===== src/rtl/wordmon_tx_pkg.sv =====
// Shared constants, formatter state encoding and hex-digit helper for the
// word-change monitor and its UART reporter.
package wordmon_tx_pkg;

    localparam logic [7:0] ASCII_C     = 8'h63;
    localparam logic [7:0] ASCII_COLON = 8'h3A;
    localparam logic [7:0] ASCII_CR    = 8'h0D;
    localparam logic [7:0] ASCII_LF    = 8'h0A;

    typedef enum logic [2:0] {
        FMT_IDLE,
        FMT_HDR,
        FMT_DIGITS,
        FMT_CR,
        FMT_LF
    } fmt_state_e;

    // Uppercase ASCII for one nibble: '0'..'9' then 'A'..'F'.
    function automatic logic [7:0] hex_ascii(input logic [3:0] n);
        return (n < 4'd10) ? (8'h30 + {4'h0, n}) : (8'h37 + {4'h0, n});
    endfunction

endpackage


===== src/rtl/wordmon_tx_txuart.sv =====
// 8N1 byte serializer. Busy drops during the final stop-bit cycle so a byte
// offered then starts exactly when the stop bit ends (no idle gap).
module txuart #(
    parameter logic [23:0] CLOCKS_PER_BAUD = 24'd1250
) (
    input  logic       i_clk,
    input  logic       i_reset_n,
    input  logic       i_stb,
    input  logic [7:0] i_byte,
    output logic       o_busy,
    output logic       o_uart_tx
);

    logic        active_q;
    logic [3:0]  bit_q;
    logic [23:0] baud_q;
    logic [8:0]  sh_q;
    logic        tx_q;
    logic        last;

    // bit_q: 0 = start, 1..8 = data, 9 = stop
    assign last      = (bit_q == 4'd9) && (baud_q == 24'd0);
    assign o_busy    = active_q && !last;
    assign o_uart_tx = tx_q;

    always_ff @(posedge i_clk or negedge i_reset_n) begin
        if (!i_reset_n) begin
            active_q <= 1'b0;
            bit_q    <= 4'd0;
            baud_q   <= 24'd0;
            sh_q     <= '1;
            tx_q     <= 1'b1;
        end else if (i_stb && !o_busy) begin
            active_q <= 1'b1;
            bit_q    <= 4'd0;
            baud_q   <= CLOCKS_PER_BAUD - 24'd1;
            sh_q     <= {1'b1, i_byte};
            tx_q     <= 1'b0;
        end else if (active_q) begin
            if (last) begin
                active_q <= 1'b0;
            end else if (baud_q == 24'd0) begin
                bit_q  <= bit_q + 4'd1;
                baud_q <= CLOCKS_PER_BAUD - 24'd1;
                tx_q   <= sh_q[0];
                sh_q   <= {1'b1, sh_q[8:1]};
            end else begin
                baud_q <= baud_q - 24'd1;
            end
        end
    end

endmodule


===== src/rtl/wordmon_tx.sv =====
// Watches NCH words for changes and reports each changed word over UART as
// "c<ch>:<hex word>\r\n", serving pending channels round-robin.
module wordmon_tx
    import wordmon_tx_pkg::*;
#(
    parameter int          NCH             = 4,
    parameter int          DW              = 32,
    parameter logic [23:0] CLOCKS_PER_BAUD = 24'd1250
) (
    input  logic              i_clk,
    input  logic              i_reset_n,
    input  logic [NCH*DW-1:0] i_data,
    output logic              o_uart_tx,
    output logic              o_busy,
    output logic [NCH-1:0]    o_pending,
    output logic [NCH-1:0]    o_overrun
);

    localparam int ND = DW / 4;

    logic [NCH-1:0][DW-1:0] hold_vec;
    logic [NCH-1:0]         pend_vec, ovr_vec;
    fmt_state_e             state_q;
    logic [4:0]             idx_q;
    logic [3:0]             ch_q, last_q, sel;
    logic [DW-1:0]          shadow_q, load_val;
    logic                   load, stb, accept, ser_busy;
    logic [7:0]             tx_byte;

    assign load = (state_q == FMT_IDLE) && (|pend_vec);

    // Later writes win: lowest index after last_q beats any wrapped index.
    always_comb begin
        sel = 4'd0;
        for (int j = NCH - 1; j >= 0; j--)
            if (pend_vec[j] && (4'(j) <= last_q)) sel = 4'(j);
        for (int j = NCH - 1; j >= 0; j--)
            if (pend_vec[j] && (4'(j) > last_q)) sel = 4'(j);
    end

    always_comb begin
        load_val = '0;
        for (int j = 0; j < NCH; j++)
            if (sel == 4'(j)) load_val = hold_vec[j];
    end

    for (genvar c = 0; c < NCH; c++) begin : g_ch
        logic [DW-1:0] smp, prev_q, hold_q;
        logic          chg, taken, pend_q, ovr_q;

        assign smp   = i_data[c*DW +: DW];
        assign chg   = (smp != prev_q);
        assign taken = load && (sel == 4'(c));

        // A change landing on the load edge re-arms pending without overrun.
        always_ff @(posedge i_clk or negedge i_reset_n) begin
            if (!i_reset_n) begin
                prev_q <= '0;
                hold_q <= '0;
                pend_q <= 1'b0;
                ovr_q  <= 1'b0;
            end else begin
                prev_q <= smp;
                if (chg) hold_q <= smp;
                pend_q <= chg | (pend_q & ~taken);
                ovr_q  <= ovr_q | (chg & pend_q & ~taken);
            end
        end

        assign hold_vec[c] = hold_q;
        assign pend_vec[c] = pend_q;
        assign ovr_vec[c]  = ovr_q;
    end

    assign stb    = (state_q != FMT_IDLE);
    assign accept = stb && !ser_busy;

    always_comb begin
        tx_byte = ASCII_LF;
        case (state_q)
            FMT_HDR:    tx_byte = (idx_q == 5'd0) ? ASCII_C :
                                  (idx_q == 5'd1) ? hex_ascii(ch_q) : ASCII_COLON;
            FMT_DIGITS: tx_byte = hex_ascii(shadow_q[DW-1 -: 4]);
            FMT_CR:     tx_byte = ASCII_CR;
            default:    tx_byte = ASCII_LF;
        endcase
    end

    always_ff @(posedge i_clk or negedge i_reset_n) begin
        if (!i_reset_n) begin
            state_q  <= FMT_IDLE;
            idx_q    <= 5'd0;
            ch_q     <= 4'd0;
            last_q   <= 4'(NCH - 1);
            shadow_q <= '0;
        end else begin
            case (state_q)
                FMT_IDLE: if (load) begin
                    state_q  <= FMT_HDR;
                    idx_q    <= 5'd0;
                    ch_q     <= sel;
                    last_q   <= sel;
                    shadow_q <= load_val;
                end
                FMT_HDR: if (accept) begin
                    if (idx_q == 5'd2) begin
                        state_q <= FMT_DIGITS;
                        idx_q   <= 5'd0;
                    end else begin
                        idx_q <= idx_q + 5'd1;
                    end
                end
                FMT_DIGITS: if (accept) begin
                    shadow_q <= shadow_q << 4;
                    if (idx_q == 5'(ND - 1)) state_q <= FMT_CR;
                    else                     idx_q   <= idx_q + 5'd1;
                end
                FMT_CR:  if (accept) state_q <= FMT_LF;
                FMT_LF:  if (accept) state_q <= FMT_IDLE;
                default: state_q <= FMT_IDLE;
            endcase
        end
    end

    txuart #(
        .CLOCKS_PER_BAUD(CLOCKS_PER_BAUD)
    ) u_txuart (
        .i_clk    (i_clk),
        .i_reset_n(i_reset_n),
        .i_stb    (stb),
        .i_byte   (tx_byte),
        .o_busy   (ser_busy),
        .o_uart_tx(o_uart_tx)
    );

    assign o_busy    = stb | ser_busy;
    assign o_pending = pend_vec;
    assign o_overrun = ovr_vec;

endmodule


===== config.mk =====
export PLATFORM = sky130hd
export DESIGN_NAME = wordmon_tx
export DESIGN_NICKNAME = d
export VERILOG_FILES = /design/src/rtl/wordmon_tx_pkg.sv /design/src/rtl/wordmon_tx_txuart.sv /design/src/rtl/wordmon_tx.sv
export SDC_FILE = /design/constraint.sdc
export NUM_CORES = 1
export LEC_CHECK = 0
export ABC_AREA = 1
export ABC_CLOCK_PERIOD_IN_PS = 1850
export CAP_MARGIN = 10
export CORE_UTILIZATION = 48
export DETAILED_ROUTE_END_ITERATION = 12
export PLACE_DENSITY = 0.73
export SYNTH_ARGS = -nofsm -noshare
export SYNTH_HDL_FRONTEND = slang
export SYNTH_SLANG_ARGS = --single-unit

===== constraint.sdc =====
create_clock -name i_clk -period 1.85 [get_ports i_clk]
set_input_delay 0.2775 -clock i_clk [delete_from_list [all_inputs] [get_ports i_clk]]
set_output_delay 0.2775 -clock i_clk [all_outputs]
set_load 0.02 [all_outputs]

# After elaboration in Yosys (flattened, before gate mapping)
# Cells that the tools add are included.
# op_classes
n_eq_ne	24
magnitude_cmp	10
n_mul	0
bitwise_logic	25
addsub	7
n_shift	0
div_mod_pow	0
muxes	53
n_reduce_logical	34
# ops
op	count
two-way mux 32 bit	6
!= test 32 bit	4
two-way mux 24 bit	4
case mux 32 bit (2 select lines)	1
two-way mux 9 bit	4
adder 6 x 4 -> 7 bit (first input constant)	4
two-way mux 7 bit	4
two-way mux 5 bit	5
logical NOT 24 bit	1
subtractor 24 x 1 -> 24 bit (second input constant)	1
two-way mux 3 bit	7
case mux 7 bit (3 select lines)	1
two-way mux 4 bit	5
!= test 2 bit (second input constant)	9
logical AND 1 bit	16
case mux 3 bit (5 select lines)	1
case mux 5 bit (3 select lines)	1
two-way mux 2 bit	7
AND 1 bit	12
OR 1 bit	9
equality test 4 x 2 -> 1 bit (second input constant)	2
> comparator 1 x 4 -> 1 bit (first input constant)	2
> comparator 2 x 4 -> 1 bit (first input constant)	2
less-or-equal comparator 1 x 4 -> 1 bit (first input constant)	2
other kinds (25)	43
# word_totals
out_inout_bits	10
romBits	0
latch_bits	0
n_memories	0
mem_bits_rw	0
ff_bits	351
wordCells	179
in_bits	130

# Longest topological paths before layout
# depth
ltp_word	17
depth_mapped	14
ltp_nobuf	13

# Hierarchy
# A second synthesis with hierarchy kept.
# unflattened
cells_unflattened	1865
area_unflattened_um2	16075.4
# modules_own_cells
mod	seq_area_each_um2	area_each_um2	n_inst	cells_each
wordmon_tx	7709.9	13633.1	1	1525
txuart	962.2	2442.3	1	340

# Worst setup path after synthesis
# OpenSTA, ideal clock, no wires.
# synth_path
path_type	register to output
start	register u_txuart.baud_q[0]
end	output port o_busy
setup_slack_ps	96
path_stages_with_launch	9
arrival_ps	1477
required_ps	1572
path_buffers	1
cell_sequence	dfrtp_1 inv_1 ha_1 nand2_4 nor2_4 nand4_2 nand2_4 nand2_2 buf_2
# synth_via
elab_chain_cells	5
# synth_lines
element	line	source
start: declaration	wordmon_tx_txuart.sv:16	logic [23:0] baud_q;
start signal: assignment	wordmon_tx_txuart.sv:36	baud_q <= CLOCKS_PER_BAUD - 24'd1;
start signal: assignment	wordmon_tx_txuart.sv:44	baud_q <= CLOCKS_PER_BAUD - 24'd1;
start signal: assignment	wordmon_tx_txuart.sv:48	baud_q <= baud_q - 24'd1;
logical NOT 24 bit	wordmon_tx_txuart.sv:22	assign last = (bit_q == 4'd9) && (baud_q == 24'd0);
logical AND 1 bit	wordmon_tx_txuart.sv:22	
logical NOT 1 bit	wordmon_tx_txuart.sv:23	assign o_busy = active_q && !last;
logical AND 1 bit	wordmon_tx_txuart.sv:23	
OR 1 bit	wordmon_tx.sv:136	assign o_busy = stb | ser_busy;
end: declaration	wordmon_tx.sv:14	output logic o_busy,
# Every way passes these cells.

# Worst setup path in the final report
# layout_path
start	register u_txuart.baud_q[19]
end	output port o_busy
# Same word-level chain as after synthesis.

==> reports/summary.txt <==
drt initial violations - 1095
Peak supply drop - 0.760 mV
M1 WL - 19.0 mm
Crit Path Max Fanout - 2
Die H - 187 um
Gate power share - 8.4%
routed length on met3 - 2.55 mm
outcome - finished, violations left
part of the power in registers - 47.4%
mapped cell area - 0.0163 sq mm
dpl hpwl - 32.3 mm
CP Capture Type - primary output
Setup Skew - 0.0195 ns
Crit-path slowest cell - dfrtp_1
RSZ-0062 raised after global routing - yes
synthesized area per cell - 8.53 sq um
Crit path arrival time - 1.75 ns
# port buffers - 139
violated checks - setup timing
total CTS buffers - 38
Rows - 67
GRT Resource Usage Total - 26.1%
Fin. Hold Viols - 0
RD Place Congestion - 0.940
Crit path max-delay family - simple AND/OR/NAND/NOR gates
post-synthesis simple-gate area fraction - 26.7%
Clk pwr share - 44.3%
Final #Nets - 2412
CTS tree - done
pwr/cell area - 777 mW/mm^2
CP required - 1.57 ns
first-pass GRT wire length - 73.1 mm
initial antenna violation count - 0
die area - 0.0348 sq mm
CP peak stage delay - 0.40 ns
register bit count reported by yosys - 346
number of fillers in the final layout - 2699
n_diodes - 0
setup violators final - 36
Synth Area in Compound Gates - 6.76%
Final Max Slew Viols - 0
CTS Root Cell - clkbuf_16
final routed DRC violation total - 0
EDFF count, synth - 0
clock buffer depth - 3
worst path bufs/invs - 1
final worst-path cycle share - 109%
Most used DFF post-synth - dfrtp_1
CP startpoint - u_txuart.baud_q[19]
critical path class - reg2out
Hold WC Path Type - in2reg
DR WL met2 - 22.5 mm
Final ANT Viol Nets - 0
Most Frequent Cell on Critical Path - nand2_4
Critical Path Sink - o_busy
FF-to-FF End - shadow_q[27]
mux cell area share after synthesis - 0%
largest family of logic cells by synthesized area - simple AND/OR/NAND/NOR gates
Post-Place Setup Slack - -0.279 ns
relative slew slack - 67.4%
Vias - 14400
clk_lat worst skew - 0.53 ns
largest net degree at the start of global routing - 69
Fmax - 494 MHz
Final Cell Area - 0.0219 sq mm
crit path cell chain - nor2_2 -> nand2_2 -> nor2_4 -> nand4_4 -> nand2_4 -> nand2_4 -> buf_6
WP depth - 7
LEAKAGE - 10.8 nW
core box area - 0.0335 sq mm
max_cap viols - 0
vias in the first global route - 14500
Yosys warning total - 0
First-pass DRT Iterations - 5
post-synthesis xor/xnor area fraction - 5.95%
htree depth - 2
routed len/inst - 16.5 um
min cycle time layout - 2.02 ns
worst reg2reg path depth - 10
Distinct cells, synth - 41
P&R area growth vs syn - 34.1%
sinks on the clock net - 346
IO Pins - 140
FFs w/ async S/R, synth - 100%
Sw Ratio - 23.1%
Die X - 187 um
final core occ - 65.3%
initial core utilization - 48.7%
clock-pin slew on the worst setup and hold paths - 0.06 ns
Internal - 13.1 mW
Slew @ Worst Pin - 0.488 ns
adder-cell share of the synthesized area - 0.613%
sequential area share after synthesis - 53.1%
post-DR vias/cell - 5.22
post-route setup slack - -0.173 ns
Reg-to-Reg Start - u_txuart.baud_q[19]
r2r setup slk - -0.14 ns
final wirelength - 45.4 mm
top routing layer in use - met4
Startpoint Class - flop
Net Switching - 3.94 mW
Post-Syn Instances - 1915
layout cells sized above 1 - 21.6%
Syn Nets - 2053
total grt overflow - 0
DP Area - 0.0199 sq mm
[per-stage QoR]
stage               std cells  hold slack [ns]  TNS (ns)  total power [mW]
floorplan                1915          -0.0181         0              8.61
global placement         2666            0.242    -18.02              9.54
detailed placement       2666            0.246    -24.42              9.59
CTS                      2746            0.229     -2.21              17.1
global route             2750            0.242     -8.86              17.6
finish                   2750            0.233     -2.20              17.0
[cells in the final DEF, fill, tap and decap left out, types with 56 or more instances in the layout]
cell / netlist / routed
nor2_1: 138 / 123
inv_1: 173 / 161
xor2_1: 76 / 76
buf_4: 11 / 235
nand3_1: 188 / 173
nand4_1: 56 / 56
clkdlybuf4s50_1: 0 / 132
dfrtp_1: 335 / 333
nand2_1: 506 / 486
o21ai_0: 110 / 88
[kinds of logic (layout without fill, tap and decap cells)]
logic type               after synthesis  after routing
AND/OR/NAND/NOR                      976            976
flip-flops                           346            346
buffers and inverters                270            657
AO/OA/AOI/OAI                        204            204
XOR/XNOR                             111            111
adder cells (fa/ha/maj)                8              8
[area by class of cell]
type | instances | area [sq um] | area share [%]
Inverter | 184 | 697 | 3.18
Timing Repair Buffer | 405 | 3770 | 17.2
Clock buffer | 56 | 1120 | 5.11
Clock inverter | 12 | 114 | 0.520
Multi-Input combinational cell | 1299 | 6970 | 31.8
Sequential cell | 346 | 8670 | 39.6
Tap cell | 448 | 561 | 2.56
[how the worst min path moves through the flow]
stage               start  cells past startpoint  slack [ns]                  to
2_1_floorplan   i_reset_n                      0       -0.02             ch_q[0]
3_5_place_dp    i_reset_n                      1        0.25  g_ch[3].prev_q[21]
4_1_cts        i_data[73]                      1        0.23   g_ch[2].prev_q[9]
5_1_grt        i_data[64]                      1        0.24   g_ch[2].prev_q[0]
6_report       i_data[73]                      1        0.23   g_ch[2].prev_q[9]
3_3_place_gp    i_reset_n                      1        0.24  g_ch[3].prev_q[21]
[synthesized netlist by cell type, drive strengths merged (11+ instances only)]
cell type,n,share of area [%]
a21oi,50,1.6
nor3,28,1.0
buf,53,2.0
o21ai,128,3.9
nor2,151,3.9
dfrtp,335,51
clkbuf,33,0.76
a21boi,17,0.80
xnor2,35,1.9
xor2,76,4.1
dfstp,11,1.8
nand2,520,12
inv,183,4.2
nand3,192,6.0
nand4,57,2.2
or2,22,0.84
[sequential cells by signal, indices dropped and copies added, names as in the netlist, 3 cells and up]
signal and cells:
shadow_q 32, g_ch.prev_q 128, idx_q 5, g_ch.hold_q 128
g_ch.ovr_q 4, u_txuart.baud_q 24, u_txuart.sh_q 8, g_ch.pend_q 4
state_q 3, u_txuart.bit_q 4
[routing by layer]
layer,vias to the layer above,track usage [%]
met1,6944,34.1
li1,6846,-
met4,0,9.08
met5,-,0
met2,458,44.8
met3,104,3.35
[power groups by stage]
stage          sequential (mW)  combinational, mW  clock [mW]
3_5_place_dp              8.19               1.40           0
5_1_grt                   8.08               1.58        7.95
6_report                  8.06               1.42        7.54
4_1_cts                   8.05               1.42        7.65
2_1_floorplan             8.14              0.477           0
3_3_place_gp              8.18               1.36           0
[timing repair]
| item | 4_1_cts | 5_1_grt |
|---|---|---|
| setup buffers | 8 | 3 |
| endpoints found under the hold margin | 42 | 0 |
| pin swaps | 14 | 24 |
| setup endpoints to repair | 56 | 96 |
| hold buffers | 1 | 0 |
| resized for setup | 59 | 108 |
| gates cloned | 4 | 2 |
(Power assumes the default switching activity.)
